### config.mk
export PLATFORM = sky130hd
export DESIGN_NAME = hid_report_latch
export DESIGN_NICKNAME = d
export VERILOG_FILES = /design/src/rtl/hid_report_latch.sv
export SDC_FILE = /design/constraint.sdc
export NUM_CORES = 1
export LEC_CHECK = 0
export CAP_MARGIN = 20
export CORE_ASPECT_RATIO = 0.5
export CORE_MARGIN = 5
export CORE_UTILIZATION = 45
export DETAILED_ROUTE_END_ITERATION = 8
export HOLD_SLACK_MARGIN = 0.12
export PLACE_DENSITY = 0.66
export SYNTH_ARGS = -nofsm -noshare
export SYNTH_HDL_FRONTEND = slang
export SYNTH_SLANG_ARGS = --single-unit
### constraint.sdc
create_clock -name clk -period 3.6 [get_ports clk]
set_clock_uncertainty 0.05 [all_clocks]
set_input_delay 0.36 -clock clk [delete_from_list [all_inputs] [get_ports clk]]
set_output_delay 0.36 -clock clk [all_outputs]
set_load 0.02 [all_outputs]
### src/rtl/hid_report_latch.sv
// hid_report_latch: keeps the latest HID keyboard/button state, accumulates
// signed mouse deltas, and freezes a coherent snapshot for the SPI slave at
// the start of every SPI transaction (hid_read rising).
//
// Config macro: HID_LATCH_SATURATE_EN
//   defined   -> accumulator adds saturate at the signed ACC_W limits
//   undefined -> accumulator adds wrap (two's complement, ACC_W bits)
//
// Ports:
//   clk, reset_n                 system clock, async active-low reset
//   hid_read                     async SPI CS level (high = transaction)
//   kbd_connected                keyboard present (level)
//   kbd_report_valid             1-cycle strobe with kbd_modifiers/kbd_keycodes
//   mouse_connected              mouse present (level)
//   mouse_report_valid           1-cycle strobe with mouse_buttons/dx/dy/dwheel
//   hid_keyboard_connected ..
//   hid_mouse_wheel              snapshot presented to the SPI slave
//   snapshot_busy                high while a snapshot is taken/held (SNAP/HOLD)
//   snapshot_count               snapshots taken, wraps 255 -> 0
module hid_report_latch #(
  parameter int unsigned SYNC_STAGES = 2,
  parameter int unsigned DELTA_W     = 8,
  parameter int unsigned ACC_W       = 32
) (
  input  logic                    clk,
  input  logic                    reset_n,
  input  logic                    hid_read,
  input  logic                    kbd_connected,
  input  logic                    kbd_report_valid,
  input  logic [7:0]              kbd_modifiers,
  input  logic [5:0][7:0]         kbd_keycodes,
  input  logic                    mouse_connected,
  input  logic                    mouse_report_valid,
  input  logic [7:0]              mouse_buttons,
  input  logic [DELTA_W-1:0]      mouse_dx,
  input  logic [DELTA_W-1:0]      mouse_dy,
  input  logic [DELTA_W-1:0]      mouse_dwheel,
  output logic                    hid_keyboard_connected,
  output logic                    hid_mouse_connected,
  output logic [7:0]              hid_keyboard_modifiers,
  output logic [5:0][7:0]         hid_keyboard_keycodes,
  output logic [7:0]              hid_mouse_buttons,
  output logic [ACC_W-1:0]        hid_mouse_x,
  output logic [ACC_W-1:0]        hid_mouse_y,
  output logic [ACC_W-1:0]        hid_mouse_wheel,
  output logic                    snapshot_busy,
  output logic [7:0]              snapshot_count
);

  localparam int unsigned N_AXES = 3;
  localparam int unsigned EXT_W  = ACC_W - DELTA_W;

  typedef enum logic [1:0] {IDLE, SNAP, HOLD} state_t;

  state_t                      state, state_next;
  logic [SYNC_STAGES-1:0]      rd_sync;
  logic                        rd_s, rd_s_q, rise;
  logic [7:0]                  live_mods, live_btn;
  logic [5:0][7:0]             live_keys;
  logic [N_AXES-1:0][ACC_W-1:0] acc, acc_next, delta_ext;

  // Add with optional saturation at the signed ACC_W range.
  function automatic logic [ACC_W-1:0] acc_add(input logic [ACC_W-1:0] a,
                                               input logic [ACC_W-1:0] d);
    logic [ACC_W-1:0] s;
    s = a + d;
`ifdef HID_LATCH_SATURATE_EN
    // Overflow only when both operands share a sign and the result flips it.
    if ((a[ACC_W-1] == d[ACC_W-1]) && (s[ACC_W-1] != a[ACC_W-1]))
      s = a[ACC_W-1] ? {1'b1, {(ACC_W-1){1'b0}}} : {1'b0, {(ACC_W-1){1'b1}}};
`endif
    return s;
  endfunction

  // hid_read synchronizer plus one extra flop for edge detection.
  always_ff @(posedge clk or negedge reset_n) begin
    if (!reset_n) begin
      rd_sync <= '0;
      rd_s_q  <= 1'b0;
    end else begin
      rd_sync <= {rd_sync[SYNC_STAGES-2:0], hid_read};
      rd_s_q  <= rd_sync[SYNC_STAGES-1];
    end
  end

  assign rd_s = rd_sync[SYNC_STAGES-1];
  assign rise = rd_s & ~rd_s_q;

  // FSM state register.
  always_ff @(posedge clk or negedge reset_n) begin
    if (!reset_n) state <= IDLE;
    else          state <= state_next;
  end

  // FSM next-state logic.
  always_comb begin
    state_next = state;
    case (state)
      IDLE:    if (rise) state_next = SNAP;
      SNAP:    state_next = HOLD;
      HOLD:    if (!rd_s) state_next = IDLE;
      default: state_next = IDLE;
    endcase
  end

  // Sign-extended per-report deltas.
  always_comb begin
    delta_ext[0] = {{EXT_W{mouse_dx[DELTA_W-1]}},     mouse_dx};
    delta_ext[1] = {{EXT_W{mouse_dy[DELTA_W-1]}},     mouse_dy};
    delta_ext[2] = {{EXT_W{mouse_dwheel[DELTA_W-1]}}, mouse_dwheel};
  end

  // Accumulator update: disconnect clears, SNAP restarts from the same-cycle
  // delta so a report coinciding with the snapshot is carried into the next one.
  always_comb begin
    acc_next = acc;
    for (int i = 0; i < N_AXES; i++) begin
      if (!mouse_connected)
        acc_next[i] = '0;
      else if (state == SNAP)
        acc_next[i] = mouse_report_valid ? delta_ext[i] : '0;
      else if (mouse_report_valid)
        acc_next[i] = acc_add(acc[i], delta_ext[i]);
    end
  end

  // Live keyboard/mouse state and accumulators.
  always_ff @(posedge clk or negedge reset_n) begin
    if (!reset_n) begin
      live_mods <= '0;
      live_keys <= '0;
      live_btn  <= '0;
      acc       <= '0;
    end else begin
      if (!kbd_connected) begin
        live_mods <= '0;
        live_keys <= '0;
      end else if (kbd_report_valid) begin
        live_mods <= kbd_modifiers;
        live_keys <= kbd_keycodes;
      end
      if (!mouse_connected)        live_btn <= '0;
      else if (mouse_report_valid) live_btn <= mouse_buttons;
      acc <= acc_next;
    end
  end

  // Snapshot registers: loaded from pre-update live values in SNAP only.
  always_ff @(posedge clk or negedge reset_n) begin
    if (!reset_n) begin
      hid_keyboard_connected <= 1'b0;
      hid_mouse_connected    <= 1'b0;
      hid_keyboard_modifiers <= '0;
      hid_keyboard_keycodes  <= '0;
      hid_mouse_buttons      <= '0;
      hid_mouse_x            <= '0;
      hid_mouse_y            <= '0;
      hid_mouse_wheel        <= '0;
      snapshot_count         <= '0;
      snapshot_busy          <= 1'b0;
    end else begin
      snapshot_busy <= (state_next != IDLE);
      if (state == SNAP) begin
        hid_keyboard_connected <= kbd_connected;
        hid_mouse_connected    <= mouse_connected;
        hid_keyboard_modifiers <= live_mods;
        hid_keyboard_keycodes  <= live_keys;
        hid_mouse_buttons      <= live_btn;
        hid_mouse_x            <= acc[0];
        hid_mouse_y            <= acc[1];
        hid_mouse_wheel        <= acc[2];
        snapshot_count         <= snapshot_count + 8'd1;
      end
    end
  end

endmodule

==> metrics <==
status completed; #FFs+latches synth 336; Post-synth EDFFs 0; fin crit share 83.5%; CTS Buf Count 31; die area 45,100 um^2; worst path arrival time 3.46 ns; RSZ-0062 raised after global routing false; Initial DRT Pass Iterations 5; peak supply drop 0.000373 V; CTS tree yes; CP most frequent cell o21ai_1; kind of end point of the critical path register; max-slew violations 0; Clk Latency, worst-skew pair 0.59 ns; share of post-route cells with drive strength above 1 4.91%; cell count after synthesis 2,087; CTS sink count 336; Syn Std Cell Area 18,300 um^2; cell taking the most area after synthesis dfrtp_1; grt ovf 0; Post-Syn Nets 2,279; Die W 295 um; Synth cell types 68; I/O Buffers 265; slowest cell delay on critical path 0.43 ns; critical path class register to register; Seq/Total Area, Yosys 45.9%; max_cap viols 0; first-pass GRT wire length 81.2 mm; setup TNS 0 ns; height of the die 153 um; Hold Crit Class input port to register; Synth Area per Inst 8.77 um^2; Top FF cell, synth dfrtp_1; 1st-iter DRT viols 915; Leak Pwr 0.0112 uW; design area 22,700 um^2; Vias/cell 5.24; GRT Total Usage 21.5%; ys async rst share 100%; worst-path maximum fanout 5; Final Hold Vio Count 0; DRT antenna net count 0; Synth area leaders dfrtp_1 (46%), nand2_1 (13%), ha_1 (6.4%); Worst-path clk slew 0.07 ns; post-DP HPWL 34.0 mm; total setup buffers inserted after CTS 0; Vias 15,142; Finish-stage setup viols 0; pin count of the biggest net entering global routing 85; DRC 0; Rel. slew slack 37.2%; clk buf depth 3; Final Util 56.2%; worst slew pin tran 0.939 ns; area growth from synthesis to layout 23.8%; Synth Warn # 0; row cnt 52; pwr dens 566 nW/um^2; Max Clk Rate 333 MHz; final net count 2,510; Total Wirelength 48.6 mm; crit path launch type register; vias in the first global route 15,252; H-tree levels 1; PostCTS Resize Cnt 0; placement-stage cell area 21,600 um^2; slowest CP cell a2111oi_2; Initial Util 45.4%; Core ar. 40,300 um^2; WL/cell 16.8 um; WP data required 4.05 ns; area share of the largest cell type after synthesis 45.9%; initial antenna violation count 7; Ports 266; RD Place Congestion 0.904; crit-path cells ha_1 -> a2111oi_2 -> o21ai_1 -> and3_1 -> o31ai_2 -> a21oi_1 -> o41ai_2 -> nor2b_1 -> o21ai_1 -> mux2i_1; clock root buffer master clkbuf_16; fin crit period 3.01 ns
[per-stage QoR]
stage	setup WS (ns)	hold WS, ns	cells	total power (uW)
floorplan	0.867	0.0144	2087	7620
global placement	0.133	0.290	2824	9430
detailed placement	0.105	0.288	2824	9480
CTS	0.567	0.151	2881	13000
global route	0.400	0.140	2889	13600
finish	0.593	0.178	2889	12800
[state kept, by name, indices dropped and copies added, names as in the netlist]
name / cells
hid_mouse_connected: 1
hid_keyboard_keycodes: 48
hid_mouse_wheel: 32
rd_s_q: 1
hid_keyboard_modifiers: 8
hid_mouse_y: 32
rd_sync: 2
hid_mouse_x: 32
hid_mouse_buttons: 8
live_btn: 8
hid_keyboard_connected: 1
acc: 96
snapshot_busy: 1
live_keys: 48
snapshot_count: 8
live_mods: 8
state: 2
[what timing repair did]
| item | 4_1_cts | 5_1_grt |
|---|---|---|
| endpoints found under the hold margin | 80 | 0 |
| setup endpoints to repair | 0 | 0 |
| hold buffers | 1 | 0 |
[cell type report]
| cell class | count | area [um^2] |
|---|---|---|
| flip-flops and latches | 336 | 8410 |
| well taps | 540 | 676 |
| diodes | 8 | 20.0 |
| multi-input cells | 1617 | 9410 |
| clock inverters | 16 | 169 |
| clock buffers | 40 | 870 |
| repair buffers | 306 | 3020 |
| inverters | 26 | 97.6 |
| fillers | 3656 | 17700 |
[critical path: cells and delay by family (launching register included)]
| family | cells | cell delay, ns |
|---|---|---|
| AO/OA/AOI/OAI | 6 | 1.59 |
| AND/OR/NAND/NOR | 2 | 0.33 |
| multiplexers | 1 | 0.21 |
| flip-flops | 1 | 0.40 |
| adder cells (fa/ha/maj) | 1 | 0.36 |
[path summary, 6_finish.rpt]
| kind | start | to | slack (ns) | depth (start not counted) |
|---|---|---|---|---|
| setup / recovery | acc[36]$_DFFE_PN0P_ | acc[63]$_DFFE_PN0P_ | 0.59 | 10 |
| hold / removal | hid_read | rd_sync[0]$_DFF_PN0_ | 0.18 | 1 |
| setup reg to reg | acc[36]$_DFFE_PN0P_ | acc[63]$_DFFE_PN0P_ | 0.59 | 10 |
| hold reg to reg | rd_sync[0]$_DFF_PN0_ | rd_sync[1]$_DFF_PN0_ | 0.30 | 0 |
| max in group asynchronous | reset_n | hid_mouse_wheel[9]$_DFFE_PN0P_ | 2.27 | 3 |
| min in group asynchronous | reset_n | live_keys[17]$_DFFE_PN0P_ | 0.31 | 2 |
[cell usage after synthesis, drive strengths merged (35+ instances only)]
cell type / n
a21o: 61
a21oi: 116
clkbuf: 91
dfrtp: 336
ha: 94
mux2i: 73
nand2: 630
nand3: 35
nor2: 86
nor2b: 90
o21ai: 140
xnor2: 45
[layer usage]
layer / global-route usage [%] / wire (um) / vias up
met5: 0 / 0 / -
met4: 6.42 / 1410 / 0
met3: 3.63 / 1910 / 75
met2: 36.2 / 23200 / 251
met1: 28.7 / 22100 / 7296
li1: - / - / 7520
[power by group]
part	internal, uW	switching [uW]	leakage (uW)
Clock	1910	1510	0.000508
Combinational	1990	2490	0.00626
Sequential	4440	473	0.00447
Total	8350	4470	0.0112
[layout by cell type, fill, tap and decap left out, types with 26 or more instances in the layout]
master	Yosys	final
a21o_1	61	61
a21oi_1	115	115
buf_4	0	35
clkbuf_16	0	31
clkdlybuf4s50_1	0	262
dfrtp_1	336	336
ha_1	94	94
inv_1	26	26
mux2i_1	73	73
nand2_1	630	629
nand3_1	35	35
nor2_1	86	86
nor2b_1	90	89
o21ai_0	121	121
xnor2_1	45	45
xor2_1	34	34
[cell families (layout without fill, tap and decap cells)]
kind of cell | count (synthesis) | count (layout) | share of synthesized area [%]
xor gates and xnor gates | 79 | 79 | 3.78
and+or+nand+nor | 937 | 937 | 22.0
adders and majority gates | 97 | 97 | 6.75
buffers and inverters | 134 | 388 | 2.79
DFF | 336 | 336 | 45.9
muxes | 75 | 75 | 4.11
other | 0 | 8 | 0
AOI/OAI and AO/OA | 429 | 429 | 14.6
(Power assumes the default switching activity.)
==> patch, RTL diff (same settings) <==
The 3 states of `state_t` get a one-hot encoding in 3 bits.
--- a/src/rtl/hid_report_latch.sv
+++ b/src/rtl/hid_report_latch.sv
@@ -52,3 +52,3 @@
 
-  typedef enum logic [1:0] {IDLE, SNAP, HOLD} state_t;
+  typedef enum logic [2:0] {IDLE = 3'b001, SNAP = 3'b010, HOLD = 3'b100} state_t;
 
Behaviour: no difference found for any inputs over 4 cycles, from zero or initial values and one cycle with reset_n low; so few cycles prove little.
==> patch against the original RTL <==
- cell area increased by 0.89%
- worst setup slack got worse by 0.10 ns
- global-route usage decreased by 0.22 points
- clock power increased by 2%
- wire length increased by 0.39%
- synthesized area increased by 0.59%
- sequential cell count increased by 1
- total power decreased by 0.35%
==> patch: results <==
{
  "status": "finished, final reports clean",
  "multi_input_cells": 1632,
  "whs_path_depth": 3,
  "reg2reg_slack_ns": 0.49,
  "grt_util_met3_pct": 3.509,
  "swShare_pct": 34.57,
  "grt_pass1_wl_microns": 80420,
  "firstDrtPassIters": 6,
  "antenna_found_initial": 2,
  "buf_share_pct": 13.67,
  "tightest_slew_ns": 1.024,
  "routed_via_density": 5.284,
  "holdCritStartpoint": "mouse_report_valid",
  "met3_length_microns": 1848,
  "drtIter0Drc": 1121,
  "clk_share_pct": 4.617,
  "multiInputGateArea_sq_um": 9443,
  "seq_area_sq_um": 8434,
  "synthCells": 2116,
  "leakage_uw": 0.01131,
  "required_ns": 3.98,
  "htree_levels": 2,
  "vdd_drop_max_mv": 0.3235,
  "gp_congestion": 0.8817,
  "n_fill_cell": 3596,
  "grt_usage_pct": 21.28,
  "nNonClkBuffers": 313,
  "gr-usage-met2_pct": 35.95,
  "hpwlAfterDp_microns": 33410,
  "ys_seq_area_share_pct": 45.79,
  "critPathMaxStageDelay_ns": 0.37,
  "syn_nets": 2308,
  "num-nonclk-inverters": 35,
  "wl_met2_microns": 23700,
  "drt-met1-wl_microns": 22320,
  "pre_cts_ws_ns": 0.05968,
  "wl_microns": 48820,
  "numCtsBuffers": 34,
  "gr-usage-met1_pct": 29.07,
  "ys_types": 72,
  "insertedDiodeCount": 2,
  "syn-cell-area_sq_um": 18420,
  "r2r_end": "acc[26]",
  "synthTopCellsByArea": "dfrtp_1 46%, nand2_1 13%, ha_1 6.4%",
  "synth.top_cells.by_count": "642 x nand2_1, 336 x dfrtp_1, 135 x a21oi_1, 127 x o21ai_0, 104 x clkbuf_1",
  "reg2reg_depth": 13,
  "dp_cells": 2856,
  "drive_above_1_share_pct": 5.389,
  "cts_sinks": 337
}
[patch: cell count changes after synthesis, moves of 13 or more]
| cell | unedited run | this run |
|---|---|---|
| clkbuf_1 | 91 | 104 |
| a21o_1 | 61 | 40 |
| nor2_1 | 86 | 103 |
| a21oi_1 | 115 | 135 |
| nor2b_1 | 90 | 68 |
| o21ai_1 | 19 | 5 |
[patch: worst register-to-register path, stage by stage, from the launching register on]
cell      delay (ns)
dfrtp_1         0.37
ha_1            0.20
inv_1           0.06
fa_1            0.37
and2b_1         0.21
o21ai_0         0.11
a21boi_0        0.35
o211a_1         0.30
nor3_1          0.10
o31ai_1         0.23
buf_4           0.19
nand4_1         0.11
mux2i_1         0.14
a211oi_1        0.22
[patch: worst max-delay path by stage]
stage | start | to | slack [ns]
after floorplan | mouse_dx[0] | acc[26] | 0.71
after global placement | mouse_dx[0] | acc[26] | 0.12
after detailed placement | mouse_dx[0] | acc[30] | 0.06
after CTS | acc[0] | acc[26] | 0.53
after global routing | acc[64] | acc[92] | 0.22
final | acc[0] | acc[26] | 0.49
[patch: power groups by stage]
| stage | clock (uW) | combinational, uW | sequential, uW |
|---|---|---|---|
| floorplan | 0 | 2060 | 5470 |
| global placement | 0 | 4330 | 4980 |
| detailed placement | 0 | 4370 | 4980 |
| CTS | 3590 | 4390 | 4930 |
| global route | 3740 | 4800 | 5010 |
| finish | 3490 | 4360 | 4920 |
[patch: logic make-up (layout without fill, tap and decap cells)]
group | Yosys count | count (layout) | synth area share [%]
adders and majority gates | 97 | 97 | 6.712
AOI/OAI and AO/OA | 435 | 435 | 14.64
muxes | 83 | 83 | 4.524
other | 0 | 2 | 0
buffers and inverters | 147 | 406 | 3.003
DFF | 337 | 337 | 45.79
xor gates and xnor gates | 67 | 67 | 3.186
and+or+nand+nor | 950 | 950 | 22.14
